File: src/rtl/vec_insn_pkg.sv
// ============================================================================
// vec_insn_pkg : RVV instruction class, opcode constants and decoded fields
// Rev 1.0
// ============================================================================
`default_nettype none

package vec_insn_pkg;

   typedef enum logic [1:0] {
      CLS_ALU     = 2'd0,
      CLS_CFG     = 2'd1,
      CLS_MEM     = 2'd2,
      CLS_ILLEGAL = 2'd3
   } insn_class_e;

   localparam logic [6:0] OPC_OP_V     = 7'h57;
   localparam logic [6:0] OPC_LOAD_FP  = 7'h07;
   localparam logic [6:0] OPC_STORE_FP = 7'h27;
   localparam logic [2:0] F3_OPCFG     = 3'b111;

   typedef struct packed {
      insn_class_e cls;
      logic [6:0]  opcode;
      logic [4:0]  dest;
      logic [4:0]  src_1;
      logic [4:0]  src_2;
      logic [2:0]  funct3;
      logic        vm;
      logic [5:0]  funct6;
      logic [1:0]  mop;
      logic        mew;
      logic [2:0]  nf;
      logic [10:0] zimm_11;
      logic [9:0]  zimm_10;
   } dec_fields_t;

   function automatic insn_class_e classify(input logic [31:0] insn);
      insn_class_e cls;
      cls = CLS_ILLEGAL;
      if (insn[6:0] == OPC_OP_V)
         cls = (insn[14:12] == F3_OPCFG) ? CLS_CFG : CLS_ALU;
      else if ((insn[6:0] == OPC_LOAD_FP) || (insn[6:0] == OPC_STORE_FP))
         cls = CLS_MEM;
      return cls;
   endfunction

   // Every field is extracted regardless of class; consumers pick what applies.
   function automatic dec_fields_t decode(input logic [31:0] insn);
      dec_fields_t f;
      f.cls     = classify(insn);
      f.opcode  = insn[6:0];
      f.dest    = insn[11:7];
      f.src_1   = insn[19:15];
      f.src_2   = insn[24:20];
      f.funct3  = insn[14:12];
      f.vm      = insn[25];
      f.funct6  = insn[31:26];
      f.mop     = insn[27:26];
      f.mew     = insn[28];
      f.nf      = insn[31:29];
      f.zimm_11 = insn[30:20];
      f.zimm_10 = insn[29:20];
      return f;
   endfunction

endpackage

`default_nettype wire

File: src/rtl/insn_fifo.sv
// ============================================================================
// insn_fifo : count-based circular FIFO with synchronous flush
// Rev 1.0
// ============================================================================
`default_nettype none

module insn_fifo #(
   parameter int WIDTH = 32,
   parameter int DEPTH = 4
) (
   input  logic                       clk,
   input  logic                       rst,
   input  logic                       flush_i,
   input  logic                       push_i,
   input  logic [WIDTH-1:0]           wdata_i,
   input  logic                       pop_i,
   output logic [WIDTH-1:0]           rdata_o,
   output logic [$clog2(DEPTH+1)-1:0] count_o,
   output logic                       full_o,
   output logic                       empty_o
);

   localparam int PW = $clog2(DEPTH);
   localparam int CW = $clog2(DEPTH+1);

   logic [WIDTH-1:0] mem_q [DEPTH];
   logic [PW-1:0]    wr_ptr_q;
   logic [PW-1:0]    rd_ptr_q;
   logic [CW-1:0]    count_q;
   logic             do_push;
   logic             do_pop;

   assign full_o  = (count_q == CW'(DEPTH));
   assign empty_o = (count_q == '0);
   assign do_push = push_i && !full_o && !flush_i;
   assign do_pop  = pop_i && !empty_o && !flush_i;
   assign rdata_o = mem_q[rd_ptr_q];
   assign count_o = count_q;

   // DEPTH is a power of two, so pointer overflow is the modulo wrap.
   always_ff @(posedge clk or negedge rst) begin
      if (!rst) begin
         wr_ptr_q <= '0;
         rd_ptr_q <= '0;
         count_q  <= '0;
      end else if (flush_i) begin
         wr_ptr_q <= '0;
         rd_ptr_q <= '0;
         count_q  <= '0;
      end else begin
         if (do_push) wr_ptr_q <= wr_ptr_q + PW'(1);
         if (do_pop)  rd_ptr_q <= rd_ptr_q + PW'(1);
         case ({do_push, do_pop})
            2'b10:   count_q <= count_q + CW'(1);
            2'b01:   count_q <= count_q - CW'(1);
            default: count_q <= count_q;
         endcase
      end
   end

   always_ff @(posedge clk) begin
      if (do_push) mem_q[wr_ptr_q] <= wdata_i;
   end

endmodule

`default_nettype wire

File: src/rtl/vec_insn_queue_decoder.sv
// ============================================================================
// vec_insn_queue_decoder : buffered RVV decoder with registered output stage.
// Optional DECODE_ILLEGAL_PASS_EN forwards ILLEGAL entries instead of dropping.
// Rev 1.0
// ============================================================================
`default_nettype none

module vec_insn_queue_decoder
   import vec_insn_pkg::*;
#(
   parameter int INSN_WIDTH = 32,
   parameter int DEPTH      = 4
) (
   input  logic                       clk,
   input  logic                       rst,
   input  logic                       flush,
   input  logic [INSN_WIDTH-1:0]      in_insn,
   input  logic                       in_valid,
   output logic                       in_ready,
   output logic                       out_valid,
   input  logic                       out_ready,
   output logic [1:0]                 out_class,
   output logic [6:0]                 out_opcode,
   output logic [4:0]                 out_dest,
   output logic [4:0]                 out_src_1,
   output logic [4:0]                 out_src_2,
   output logic [2:0]                 out_funct3,
   output logic                       out_vm,
   output logic [5:0]                 out_funct6,
   output logic [1:0]                 out_mop,
   output logic                       out_mew,
   output logic [2:0]                 out_nf,
   output logic [10:0]                out_zimm_11,
   output logic [9:0]                 out_zimm_10,
   output logic [$clog2(DEPTH+1)-1:0] count
);

   logic [INSN_WIDTH-1:0] head;
   logic                  fifo_full;
   logic                  fifo_empty;
   logic                  load;
   logic                  drop;
   logic                  pop;
   dec_fields_t           head_fields;
   dec_fields_t           out_q;
   logic                  out_valid_q;

   insn_fifo #(
      .WIDTH (INSN_WIDTH),
      .DEPTH (DEPTH)
   ) u_fifo (
      .clk     (clk),
      .rst     (rst),
      .flush_i (flush),
      .push_i  (in_valid),
      .wdata_i (in_insn),
      .pop_i   (pop),
      .rdata_o (head),
      .count_o (count),
      .full_o  (fifo_full),
      .empty_o (fifo_empty)
   );

   assign in_ready    = !fifo_full;
   assign head_fields = decode(head);

`ifdef DECODE_ILLEGAL_PASS_EN
   assign drop = 1'b0;
`else
   // An ILLEGAL head is discarded without touching the output stage.
   assign drop = !fifo_empty && (head_fields.cls == CLS_ILLEGAL);
`endif

   assign load = !fifo_empty && !drop && (!out_valid_q || out_ready);
   assign pop  = load || drop;

   always_ff @(posedge clk or negedge rst) begin
      if (!rst) begin
         out_valid_q <= 1'b0;
         out_q       <= '0;
      end else if (flush) begin
         out_valid_q <= 1'b0;
      end else if (load) begin
         out_valid_q <= 1'b1;
         out_q       <= head_fields;
      end else if (out_ready) begin
         out_valid_q <= 1'b0;
      end
   end

   assign out_valid   = out_valid_q;
   assign out_class   = out_q.cls;
   assign out_opcode  = out_q.opcode;
   assign out_dest    = out_q.dest;
   assign out_src_1   = out_q.src_1;
   assign out_src_2   = out_q.src_2;
   assign out_funct3  = out_q.funct3;
   assign out_vm      = out_q.vm;
   assign out_funct6  = out_q.funct6;
   assign out_mop     = out_q.mop;
   assign out_mew     = out_q.mew;
   assign out_nf      = out_q.nf;
   assign out_zimm_11 = out_q.zimm_11;
   assign out_zimm_10 = out_q.zimm_10;

endmodule

`default_nettype wire

File: config.mk
export PLATFORM = sky130hd
export DESIGN_NAME = vec_insn_queue_decoder
export DESIGN_NICKNAME = d
export VERILOG_FILES = /design/src/rtl/vec_insn_pkg.sv /design/src/rtl/insn_fifo.sv /design/src/rtl/vec_insn_queue_decoder.sv
export SDC_FILE = /design/constraint.sdc
export NUM_CORES = 1
export LEC_CHECK = 0
export ABC_AREA = 1
export BUFFER_PORTS_ARGS = -buffer_cell sky130_fd_sc_hd__buf_2
export CAP_MARGIN = 20
export CELL_PAD_IN_SITES_DETAIL_PLACEMENT = 1
export CELL_PAD_IN_SITES_GLOBAL_PLACEMENT = 1
export CORE_ASPECT_RATIO = 1.25
export CORE_MARGIN = 2
export CORE_UTILIZATION = 40
export DETAILED_ROUTE_END_ITERATION = 6
export MAX_ROUTING_LAYER = met4
export PLACE_DENSITY_LB_ADDON = 0.3
export REMOVE_ABC_BUFFERS = 1
export SYNTH_ARGS = -nofsm -noshare
export SYNTH_HDL_FRONTEND = slang
export SYNTH_HIERARCHICAL = 1
export SYNTH_SLANG_ARGS = --single-unit
File: constraint.sdc
create_clock -name clk -period 3 [get_ports clk]
set_input_delay 0.15 -clock clk [delete_from_list [all_inputs] [get_ports clk]]
set_output_delay 0.15 -clock clk [all_outputs]
set_load 0.1 [all_outputs]
==> impl_metrics.env <==
export IMPL_status="finished, final reports clean"
export IMPL_start_util_pct=40.7
export IMPL_cts_sinks=170
export IMPL_port_buffers=102
export IMPL_power_density_mw_per_mm2=1090
export IMPL_grt_total_usage_pct=20.0
export IMPL_antenna_cells=0
export IMPL_synth_flop_cell="edfxtp_1"
export IMPL_worstPathArrival_ns=3.03
export IMPL_die_area_sq_mm=0.0182
export IMPL_fin_nets=734
export IMPL_max_freq_mhz=369
export IMPL_place_area_sq_mm=0.00746
export IMPL_clk_pin_slew_ns=0.06
export IMPL_crit_type="reg -> reg"
export IMPL_crit_path_cell_trace="inv_4 > buf_8 > nor2_1 > o22ai_1 > inv_1 > nand2_1 > nor2_2 > nand2_1 > o21ai_1 > inv_1 > nand2_2 > nor2_2 > nand2_1 > inv_1 > fa_2 > xnor2_2 > inv_1 > nand2_1 > nand2_1 > nand2_1 > nand2_1"
export IMPL_antenna_found_initial=0
export IMPL_cts_buffer_depth=2
export IMPL_drt_iter0_markers=245
export IMPL_synth_seq_area_share_pct=71.3
export IMPL_syn2layout_area_growth_pct=22.4
export IMPL_core_area_sq_mm=0.0168
export IMPL_dr_total_vias=4680
export IMPL_cts_tree="built"
export IMPL_p_leak_nw=3.52
export IMPL_cpPeakStageDelay_ns=0.41
export IMPL_peakVddDrop_uv=775
export IMPL_tightest_slew_ns=0.747
export IMPL_post_cts_buffers=0
export IMPL_required_ns=3.32
export IMPL_synth_seq_cells=170
export IMPL_grt_max_degree=34
export IMPL_io_pins=103
export IMPL_cp_max_fo=23
export IMPL_root_buffer="clkbuf_16"
export IMPL_rows=53
export IMPL_cp_top_family="simple AND/OR/NAND/NOR gates"
export IMPL_maxSlewHeadroom_pct=50.2
export IMPL_drtPass1Iterations=4
export IMPL_post_drt_wl_per_cell_um=18.0
export IMPL_end_kind="flip-flop"
export IMPL_drt_vias_per_instance=5.06
export IMPL_routed_wl_mm=16.6
export IMPL_async_flop_share_pct=24.7
export IMPL_finalSetupViolations=0
export IMPL_worst_clock_skew_ns=0.00748
export IMPL_hold_violations=0
export IMPL_htree_levels=4
export IMPL_slew_violations=0
export IMPL_clk_latency_ns=0.43
export IMPL_finalPower_mw=9.16
export IMPL_hold_class="in -> reg"
export IMPL_path_common_cell="nand2_1"
export IMPL_synthesis_area_sq_mm=0.00686
export IMPL_cts_buffers=17
export IMPL_final_layout_size_suffix_gt1_share_pct=24.7
export IMPL_drc=0
export IMPL_rsz0062_at_grt="no"
export IMPL_overflow=0
export IMPL_yosysWarnings=6
export IMPL_crit_buf_inv=6
export IMPL_die_h_um=150
export IMPL_avgSynthCellArea_sq_um=12.0
export IMPL_slowest_stage="dfrtp_2"
export IMPL_syn_inst=571
export IMPL_grt_pass1_vias=5083
export IMPL_fin_crit_ns=2.71
export IMPL_fin_crit_sh_pct=90.4
export IMPL_ant_nets=0
export IMPL_synth_edf_count=128
export IMPL_fin_area_sq_mm=0.00840
export IMPL_grt_pass1_wl_mm=26.6
export IMPL_cap_violations=0
export IMPL_fp_dieW_um=121
export IMPL_dp_hpwl_mm=10.5
export IMPL_yosys_cell_types_count=25
export IMPL_start_kind="flip-flop"
export IMPL_gp_congestion=0.755
cell usage in the layout (no fill, tap or decap), types with 3 or more instances in the layout:
cell and count:
edfxtp_1 128, clkbuf_1 5, clkbuf_16 17, inv_1 27, buf_4 13, o22ai_2 3
o22ai_1 29, nand3_1 6, a21oi_1 3, nand2_1 111, nand2_2 7, nor2_2 3
nand4_1 3, o21ai_0 45, nor2_4 5, inv_2 3, buf_6 3, ha_1 4
buf_2 102, o21ai_1 24, clkinv_2 4, dlygate4sd3_1 34, dfrtp_1 41, nor2_1 68
final timing paths:
kind	cells past startpoint	start	endpoint	slack, ns
worst max-delay path	21	u_fifo/rd_ptr_q[0]	u_fifo/count_o[2]	0.29
worst min register to register	2	out_opcode[0]	out_opcode[0]	0.45
max in group asynchronous	3	rst	out_src_1[3]	1.96
worst min-delay path	4	out_ready	out_valid	0.08
worst max register to register	21	u_fifo/rd_ptr_q[0]	u_fifo/count_o[2]	0.29
min in group asynchronous	2	rst	out_dest[1]	0.33
state kept, by name (all words and copies together), names as in the netlist:
name,count
out_dest,5
out_opcode,7
out_zimm_11,2
out_src_1,5
out_class,2
u_fifo/mem_q,128
out_src_2,4
out_funct6,6
out_valid,1
u_fifo/count_o,3
u_fifo/rd_ptr_q,2
out_funct3,3
u_fifo/wr_ptr_q,2
per-stage QoR:
| step | setup TNS [ns] | utilization (%) | worst slack (ns) | instances | hold WS (ns) |
|---|---|---|---|---|---|
| CTS | 0 | 49.5 | 0.125 | 925 | 0.0629 |
| finish | 0 | 49.9 | 0.287 | 925 | 0.0822 |
| floorplan | -41.35 | - | -0.762 | 518 | -0.146 |
| detailed placement | 0 | 44.3 | 0.146 | 859 | 0.264 |
| global route | 0 | 49.9 | 0.0460 | 925 | 0.108 |
| global placement | 0 | 44.3 | 0.256 | 859 | 0.250 |
cell families after synthesis:
| kind of cell | Yosys count | synth area share, % |
|---|---|---|
| AO/OA/AOI/OAI | 106 | 8.40 |
| XOR/XNOR | 1 | 0.128 |
| adder cells (fa/ha/maj) | 5 | 1.02 |
| buffers and inverters | 84 | 7.16 |
| flip-flops | 170 | 71.3 |
| AND/OR/NAND/NOR | 205 | 12.0 |
metal layers:
metal	track usage (%)	vias to the layer above	part of all wire, %
met3	3.79	32	3.4
met4	8.74	0	2.2
met5	-	-	0
met2	34.7	112	54
li1	-	2178	-
met1	22.6	2358	41
power by group:
part	leakage, nW	total [mW]	internal (mW)	switching, mW
clock	0.264	2.00	1.15	0.850
sequential	1.71	3.00	2.83	0.176
combinational	1.55	4.15	0.723	3.43
synth_stat cells, types with 3 or more instances:
library cell    n  area [sq um]
edfxtp_1      128          3840
nand2_1       111           417
nor2_1         72           270
o21ai_0        48           240
dfrtp_1        42          1050
o22ai_1        32           200
buf_4          28           210
inv_1          28           105
o21ai_1        21           105
buf_2           9          45.0
buf_6           8          90.1
clkbuf_1        8          30.0
nand2_2         7          43.8
nand3_1         6          30.0
ha_1            4          50.1
nor2_2          4          25.0
a21oi_1         3          15.0
inv_2           3          11.3
nand4_1         3          18.8
timing repair:
action	CTS	global route
gates resized for setup	0	19
hold endpoints to repair	158	0
hold buffers	34	0
endpoints found under the setup margin	0	1
final cells by class:
type / instances / area (sq um)
Fill cell: 1828 / 8440
Sequential cell: 170 / 4900
Multi-Input combinational cell: 317 / 1540
Timing Repair Buffer: 155 / 1040
Clock buffer: 23 / 458
Tap cell: 220 / 275
Inverter: 31 / 119
Clock inverter: 9 / 75.1
worst min-delay path: stages:
cell and delay, ns:
buf_2 0.08, nor2_1 0.06, inv_1 0.10, a21oi_1 0.07
(Power assumes the default switching activity.)
